`src/rtl/ps2_player_input.sv`:
```
// PS/2 keyboard receiver and key decoder driving per-player movement and bomb requests.
// Optional build macro PS2_PARITY_CHECK_EN: when defined, frames with a bad start, stop
// or odd-parity bit are rejected with frame_error; otherwise every complete frame is accepted.
module ps2_player_input #(
   parameter int unsigned TIMEOUT_CYCLES = 50000
) (
   input  logic       clock,
   input  logic       reset_n,
   input  logic       ps2_clk,
   input  logic       ps2_dat,
   output logic       p1_xmov,
   output logic       p1_xdir,
   output logic       p1_ymov,
   output logic       p1_ydir,
   output logic       p1_bomb,
   output logic       p2_xmov,
   output logic       p2_xdir,
   output logic       p2_ymov,
   output logic       p2_ydir,
   output logic       p2_bomb,
   output logic [7:0] rx_byte,
   output logic       rx_valid,
   output logic       frame_error
);

   localparam int unsigned IDLE_W  = 16;
   localparam int unsigned CNT_W   = 4;
   localparam int unsigned KEYS_W  = 10;
   localparam logic [IDLE_W-1:0] TIMEOUT_VAL = 16'(TIMEOUT_CYCLES);
   localparam logic [CNT_W-1:0]  STOP_BIT    = 4'd10;

   localparam logic [1:0] ST_IDLE    = 2'd0;
   localparam logic [1:0] ST_EXT     = 2'd1;
   localparam logic [1:0] ST_BRK     = 2'd2;
   localparam logic [1:0] ST_EXT_BRK = 2'd3;

   // Key flag indices: P1 up/left/down/right/bomb, P2 up/left/down/right/bomb
   localparam int unsigned K_P1_UP = 0, K_P1_LEFT = 1, K_P1_DOWN = 2, K_P1_RIGHT = 3, K_P1_BOMB = 4;
   localparam int unsigned K_P2_UP = 5, K_P2_LEFT = 6, K_P2_DOWN = 7, K_P2_RIGHT = 8, K_P2_BOMB = 9;

   logic              clk_meta, clk_sync, clk_prev;
   logic              dat_meta, dat_sync;
   logic              fall_c;
   logic [CNT_W-1:0]  bit_cnt;
   logic [IDLE_W-1:0] idle_cnt;
   logic [7:0]        data_sh;
   logic              timeout;
   logic              frame_ok_c;

   logic [1:0]        state, state_next;
   logic [KEYS_W-1:0] keys, keys_next, key_sel_c;
   logic              ext_c, brk_c;
   logic              p1_bomb_next, p2_bomb_next;

   // Two-flop synchronizers for the PS/2 pins plus a delay stage for edge detection
   always_ff @(posedge clock or negedge reset_n) begin
      if (!reset_n) begin
         clk_meta <= 1'b1;
         clk_sync <= 1'b1;
         clk_prev <= 1'b1;
         dat_meta <= 1'b1;
         dat_sync <= 1'b1;
      end else begin
         clk_meta <= ps2_clk;
         clk_sync <= clk_meta;
         clk_prev <= clk_sync;
         dat_meta <= ps2_dat;
         dat_sync <= dat_meta;
      end
   end

   assign fall_c = clk_prev & ~clk_sync;

`ifdef PS2_PARITY_CHECK_EN
   logic start_bit;
   logic par_acc;

   // Capture the start bit and accumulate XOR over data and parity bits
   always_ff @(posedge clock or negedge reset_n) begin
      if (!reset_n) begin
         start_bit <= 1'b0;
         par_acc   <= 1'b0;
      end else if (fall_c) begin
         if (bit_cnt == '0) begin
            start_bit <= dat_sync;
            par_acc   <= 1'b0;
         end else if (bit_cnt != STOP_BIT) begin
            par_acc <= par_acc ^ dat_sync;
         end
      end
   end

   assign frame_ok_c = ~start_bit & dat_sync & par_acc;
`else
   assign frame_ok_c = 1'b1;
`endif

   // Frame receiver: bit counter, data shifter, idle timeout and result pulses
   always_ff @(posedge clock or negedge reset_n) begin
      if (!reset_n) begin
         bit_cnt     <= '0;
         idle_cnt    <= '0;
         data_sh     <= '0;
         rx_byte     <= '0;
         rx_valid    <= 1'b0;
         frame_error <= 1'b0;
         timeout     <= 1'b0;
      end else begin
         rx_valid    <= 1'b0;
         frame_error <= 1'b0;
         timeout     <= 1'b0;
         if (fall_c) begin
            idle_cnt <= '0;
            if (bit_cnt == STOP_BIT) begin
               bit_cnt <= '0;
               if (frame_ok_c) begin
                  rx_byte  <= data_sh;
                  rx_valid <= 1'b1;
               end else begin
                  frame_error <= 1'b1;
               end
            end else begin
               if (bit_cnt != '0 && bit_cnt != 4'd9) begin
                  data_sh <= {dat_sync, data_sh[7:1]};
               end
               bit_cnt <= bit_cnt + 4'd1;
            end
         end else if (bit_cnt != '0) begin
            if (idle_cnt == TIMEOUT_VAL) begin
               bit_cnt     <= '0;
               idle_cnt    <= '0;
               frame_error <= 1'b1;
               timeout     <= 1'b1;
            end else begin
               idle_cnt <= idle_cnt + 16'd1;
            end
         end else begin
            idle_cnt <= '0;
         end
      end
   end

   // Decoder state, held-key flags and bomb pulses
   always_ff @(posedge clock or negedge reset_n) begin
      if (!reset_n) begin
         state   <= ST_IDLE;
         keys    <= '0;
         p1_bomb <= 1'b0;
         p2_bomb <= 1'b0;
      end else begin
         state   <= state_next;
         keys    <= keys_next;
         p1_bomb <= p1_bomb_next;
         p2_bomb <= p2_bomb_next;
      end
   end

   // Decoder next-state: prefix tracking, key lookup and make/break application
   always_comb begin
      state_next   = state;
      keys_next    = keys;
      p1_bomb_next = 1'b0;
      p2_bomb_next = 1'b0;
      key_sel_c    = '0;
      ext_c        = (state == ST_EXT) || (state == ST_EXT_BRK);
      brk_c        = (state == ST_BRK) || (state == ST_EXT_BRK);

      case ({ext_c, rx_byte})
         {1'b0, 8'h1D}: key_sel_c[K_P1_UP]    = 1'b1;
         {1'b0, 8'h1C}: key_sel_c[K_P1_LEFT]  = 1'b1;
         {1'b0, 8'h1B}: key_sel_c[K_P1_DOWN]  = 1'b1;
         {1'b0, 8'h23}: key_sel_c[K_P1_RIGHT] = 1'b1;
         {1'b0, 8'h29}: key_sel_c[K_P1_BOMB]  = 1'b1;
         {1'b0, 8'h5A}: key_sel_c[K_P2_BOMB]  = 1'b1;
         {1'b1, 8'h75}: key_sel_c[K_P2_UP]    = 1'b1;
         {1'b1, 8'h6B}: key_sel_c[K_P2_LEFT]  = 1'b1;
         {1'b1, 8'h72}: key_sel_c[K_P2_DOWN]  = 1'b1;
         {1'b1, 8'h74}: key_sel_c[K_P2_RIGHT] = 1'b1;
         default:       key_sel_c             = '0;
      endcase

      if (timeout) begin
         state_next = ST_IDLE;
      end else if (rx_valid) begin
         if (state == ST_IDLE && rx_byte == 8'hE0) begin
            state_next = ST_EXT;
         end else if (state == ST_IDLE && rx_byte == 8'hF0) begin
            state_next = ST_BRK;
         end else if (state == ST_EXT && rx_byte == 8'hF0) begin
            state_next = ST_EXT_BRK;
         end else begin
            state_next = ST_IDLE;
            if (brk_c) begin
               keys_next = keys & ~key_sel_c;
            end else begin
               keys_next    = keys | key_sel_c;
               p1_bomb_next = key_sel_c[K_P1_BOMB] & ~keys[K_P1_BOMB];
               p2_bomb_next = key_sel_c[K_P2_BOMB] & ~keys[K_P2_BOMB];
            end
         end
      end
   end

   // Movement decode: opposing keys on one axis cancel
   assign p1_xmov = keys[K_P1_LEFT] ^ keys[K_P1_RIGHT];
   assign p1_xdir = keys[K_P1_RIGHT] & ~keys[K_P1_LEFT];
   assign p1_ymov = keys[K_P1_UP] ^ keys[K_P1_DOWN];
   assign p1_ydir = keys[K_P1_DOWN] & ~keys[K_P1_UP];
   assign p2_xmov = keys[K_P2_LEFT] ^ keys[K_P2_RIGHT];
   assign p2_xdir = keys[K_P2_RIGHT] & ~keys[K_P2_LEFT];
   assign p2_ymov = keys[K_P2_UP] ^ keys[K_P2_DOWN];
   assign p2_ydir = keys[K_P2_DOWN] & ~keys[K_P2_UP];

endmodule

```
`config.mk`:
```
export PLATFORM = sky130hd
export DESIGN_NAME = ps2_player_input
export DESIGN_NICKNAME = d
export VERILOG_FILES = /design/src/rtl/ps2_player_input.sv
export SDC_FILE = /design/constraint.sdc
export NUM_CORES = 1
export LEC_CHECK = 0
export ABC_CLOCK_PERIOD_IN_PS = 1600
export CAP_MARGIN = 20
export CORE_MARGIN = 3
export CORE_UTILIZATION = 52
export DETAILED_ROUTE_END_ITERATION = 10
export PLACE_DENSITY = 0.76
export SETUP_SLACK_MARGIN = 0.05
export SYNTH_ARGS = -nofsm -noshare
export SYNTH_HDL_FRONTEND = slang
export SYNTH_SLANG_ARGS = --single-unit
```
`constraint.sdc`:
```
create_clock -name clock -period 1.6 [get_ports clock]
set_input_delay 0.32 -clock clock [delete_from_list [all_inputs] [get_ports clock]]
set_output_delay 0.32 -clock clock [all_outputs]
set_load 0.03 [all_outputs]
```
### Word-level counts from Yosys, hierarchy flattened

Index checks and enable logic that the tools add are counted.

* reduce and logical (&&, ||, !) cells: 15
* bitwise gates (word level): 26
* mux-type cells: 40
* $add $sub $neg: 2
* eq/ne operators: 18

Operators with widths (number)
* two-way mux 16 bit: 3
* equality test 9 bit, second input constant: 4
* equality test 9 x 5 -> 1 bit, second input constant: 3
* two-way mux 1 bit: 27
* equality test 9 x 6 -> 1 bit, second input constant: 2
* adder 16 x 1 -> 16 bit, second input constant: 1
* equality test 16 bit, second input constant: 1
* equality test 8 bit, second input constant: 2
* two-way mux 4 bit: 4
* NOT 1 bit: 12
* bitwise AND 10 bit: 1
* two-way mux 10 bit: 1
* two-way mux 2 bit: 5
* NOT 10 bit: 1
* bitwise OR 10 bit: 1
* equality test 9 x 7 -> 1 bit, second input constant: 1
* bitwise AND 1 bit: 7
* nonzero test 2 bit: 3
* AND reduction 5 bit: 1
* adder 4 x 1 -> 4 bit, second input constant: 1
* equality test 2 bit, second input constant: 2
* equality test 4 bit, second input constant: 1
* logical AND 1 bit: 4
* inequality test 4 bit, second input constant: 1
* 7 further kinds: 12

* output and inout bits: 20
* input bits: 4
* word-level logic and storage cells: 116
* register bits: 57

### Logic depth before layout (Yosys ltp)

* word-level depth: 11
* depth in mapped cells: 7
* depth with buffers taken out: 6

### Worst setup path before layout

OpenSTA, ideal clock, no wires.

* path type: reg-to-reg
* start point: reg rx_byte[7]
* end point: reg with a tool-made name
* cell stages (with the launch flop): 5
* buffers on the path: 0
* arrival: 1.471 ns
* required time: 1.463 ns
* slack: -0.008 ns
* setup time: 0.137 ns
* period minus slack after synthesis: 1.608 ns
* cells stage by stage: dfrtp_1 and3b_1 nand2_1 or4_1 mux2i_1

RTL lines
* start: declaration: line 21 `output logic [7:0] rx_byte,`
* start signal: assignment: line 117 `rx_byte <= data_sh;`

==> flow_metrics.env <==
export IMPL_rrSetupSlack_ns=0.09
export IMPL_place_inst=361
export IMPL_die_x_um=78.8
export IMPL_ys_top_cells_by_area="dfrtp_1 47%, mux2_2 6.5%, dfstp_2 4.8%"
export IMPL_area_growth_syn_to_layout_pct=30.9
export IMPL_syn_cell_area_sq_um=2760
export IMPL_finalSetupViolCount=0
export IMPL_synthDominantCellAreaShare=0.472
export IMPL_worst_setup_path_end_kind="primary output"
export IMPL_met3_usage=0.0420
export IMPL_finalSetupTns_ns=0
export IMPL_ant_nets=0
export IMPL_design_portCount=24
export IMPL_cp_data_arrival_time_ns=1.21
export IMPL_gr_total_overflow=0
export IMPL_num_antenna_cells=0
export IMPL_worst_setup_path_type="flop to primary output"
export IMPL_routed_wl_um=5720
export IMPL_fin_crit_ns=1.53
export IMPL_outcome="finished clean"
export IMPL_p_leak_uw=0.00165
export IMPL_yosys_warnings=0
export IMPL_synth_seq_cells=57
export IMPL_fillCellCount=359
export IMPL_antenna_found_initial=0
export IMPL_synthesis_nets=263
export IMPL_crit_fanout=2
export IMPL_start_util=0.561
export IMPL_slew_viol_final=0
export IMPL_syn_inst=253
export IMPL_synth_distinct_cells=51
export IMPL_grt_first_pass_wirelength_um=9610
export IMPL_grt_use_met1=0.249
export IMPL_reg2reg_depth=7
export IMPL_drive_gt1_frac=0.375
export IMPL_vias=2078
export IMPL_ys_seq_area_frac=0.520
export IMPL_drt_iter0_markers=129
export IMPL_die_area_sq_um=6210
export IMPL_dr_pass1_iters=4
export IMPL_rsz0062_at_grt="yes"
export IMPL_drv_cap=0
export IMPL_root_buffer="clkbuf_8"
export IMPL_cts_made_buffers=9
export IMPL_crit_required_ns=1.28
export IMPL_place_congestion=0.910
export IMPL_syn_avg_cell_area_sq_um=10.9
export IMPL_hold_depth=0
export IMPL_multi_input_area_sq_um=1330
export IMPL_cts_sinks=57
export IMPL_tritoncts="built"
export IMPL_hold_viol=0
export IMPL_htreeDepth=3
export IMPL_route_detailed_drc=0
export IMPL_chipHeight_um=78.8
export IMPL_grt_met2_usage=0.340
export IMPL_nets=322
export IMPL_dp_hpwl_um=3700
export IMPL_grt_usage=0.200
export IMPL_fin_skew_ns=0.00749
export IMPL_finalNonFillerCells=384
export IMPL_rows=25
export IMPL_fmax_ghz=0.654
export IMPL_grt_max_degree=58
export IMPL_timing_hold_worst_class="flop to flop"
export IMPL_worstMarginPinSlew_ns=0.367
export IMPL_seq_area_sq_um=1440
export IMPL_path_clk_slew_ns=0.07
export IMPL_clk_latency_ns=0.33
export IMPL_portBuffers=23
export IMPL_relSlewSlack=0.753
export IMPL_busiest_layer="met2"
export IMPL_clockBufferDepth=2
export IMPL_synth_largest_area_cell="dfrtp_1"
export IMPL_start_kind="flop"
export IMPL_wl_per_cell_um=14.9
export IMPL_via_per_inst=5.41
export IMPL_timing_final_crit_share=0.956
export IMPL_grt_pass1_vias=2034
export IMPL_ir_drop_mv=0.713
export IMPL_powerDensity_nw_per_um2=1220
export IMPL_core_sq_um=4910
layout make-up:
type,instances,area share
clock buffer,11,0.0420
inverter,20,0.0208
multi-input combinational,167,0.370
clock inverter,5,0.00832
tap,67,0.0232
sequential,57,0.400
timing repair buffer,57,0.136
worst paths after layout:
| path | start | to |
|---|---|---|
| min | clk_meta | clk_sync |
| max in group asynchronous | reset_n | clk_prev |
| min reg2reg | clk_meta | clk_sync |
| min in group asynchronous | reset_n | data_sh[0] |
| max reg2reg | idle_cnt[0] | idle_cnt[11] |
| max | flop | p2_ymov |
critical path, stage by stage, from the launching register on:
cell and delay [ns]:
dfrtp_1 0.38, ha_1 0.29, inv_1 0.08, buf_6 0.13
Yosys cell counts, drive strengths merged:
| cell | n |
|---|---|
| xnor2 | 9 |
| and2b | 1 |
| o21bai | 2 |
| dfrtp | 52 |
| mux2 | 16 |
| nand3b | 2 |
| dfstp | 5 |
| and3b | 1 |
| inv | 20 |
| and4 | 1 |
| a22oi | 1 |
| ha | 6 |
| o2bb2ai | 1 |
| a21oi | 6 |
| or4 | 3 |
| or3 | 1 |
| o22ai | 1 |
| nor2b | 4 |
| nand4 | 9 |
| clkbuf | 4 |
| nor2 | 21 |
| o2111ai | 1 |
| o21a | 1 |
| o31ai | 4 |
| nor3b | 1 |
| nand2 | 15 |
| nor3 | 11 |
| buf | 5 |
| nand2b | 5 |
| o41ai | 1 |
| nor4bb | 3 |
| o21ai | 7 |
| and2 | 1 |
| nand4b | 1 |
| nand3 | 8 |
| xor2 | 5 |
| or2 | 1 |
| a21o | 1 |
| mux2i | 7 |
| nor4b | 2 |
| nor4 | 7 |
timing repair:
| item | CTS | global route |
|---|---|---|
| cloned | 0 | 0 |
| pin swaps | 2 | 7 |
| endpoints found under the setup margin | 44 | 51 |
| hold buffers | 1 | 0 |
| hold endpoints to repair | 52 | 0 |
| setup buffers | 0 | 6 |
| resized for setup | 36 | 46 |
where the power goes:
| group | internal (uW) | switching, uW | total [uW] |
|---|---|---|---|
| combinational | 642 | 614 | 1260 |
| clock | 637 | 565 | 1200 |
| sequential | 1690 | 252 | 1950 |
through the flow:
stage               worst slack [ns]  instance area (sq um)   util  power (uW)  hold slack (ns)
floorplan                     0.0308                   2760      -        2610           0.0244
global placement              0.0212                   3240  0.660        3070            0.340
detailed placement           0.00469                   3240  0.660        3100            0.343
CTS                           0.0514                   3480  0.708        4300            0.357
global route                  0.0128                   3610  0.735        4680            0.361
finish                        0.0709                   3610  0.735        4400            0.356
cells in the final DEF, fill, tap and decap left out, types with 5 or more instances in the layout:
| cell | instances |
|---|---|
| o21ai_0 | 5 |
| buf_6 | 9 |
| nor2_1 | 21 |
| inv_1 | 18 |
| clkbuf_8 | 11 |
| xnor2_1 | 9 |
| ha_1 | 5 |
| dfrtp_1 | 44 |
| nand3_1 | 7 |
| nand4_1 | 8 |
| nor3_1 | 7 |
| a21oi_1 | 5 |
| mux2_2 | 14 |
| dfrtp_2 | 8 |
| xor2_1 | 5 |
| mux2i_1 | 7 |
| dlygate4sd2_1 | 9 |
| nand2_1 | 15 |
| dfstp_2 | 5 |
| buf_4 | 26 |
| buf_2 | 5 |
metal layers:
layer	wire [um]	vias to the layer above
met5	0	-
met4	87	0
met3	209	8
met2	2960	51
met1	2460	1013
li1	-	1006
cell families (layout without fill, tap and decap cells):
logic type | Yosys count | after routing | synth area share
simple gates | 98 | 98 | 0.209
mux | 23 | 23 | 0.0908
fa+ha+maj | 6 | 6 | 0.0272
compound gates | 26 | 26 | 0.0654
flops | 57 | 57 | 0.520
xor+xnor | 14 | 14 | 0.0445
buf+inv | 29 | 93 | 0.0431
Note: power is estimated with default switching activity, not from simulation.
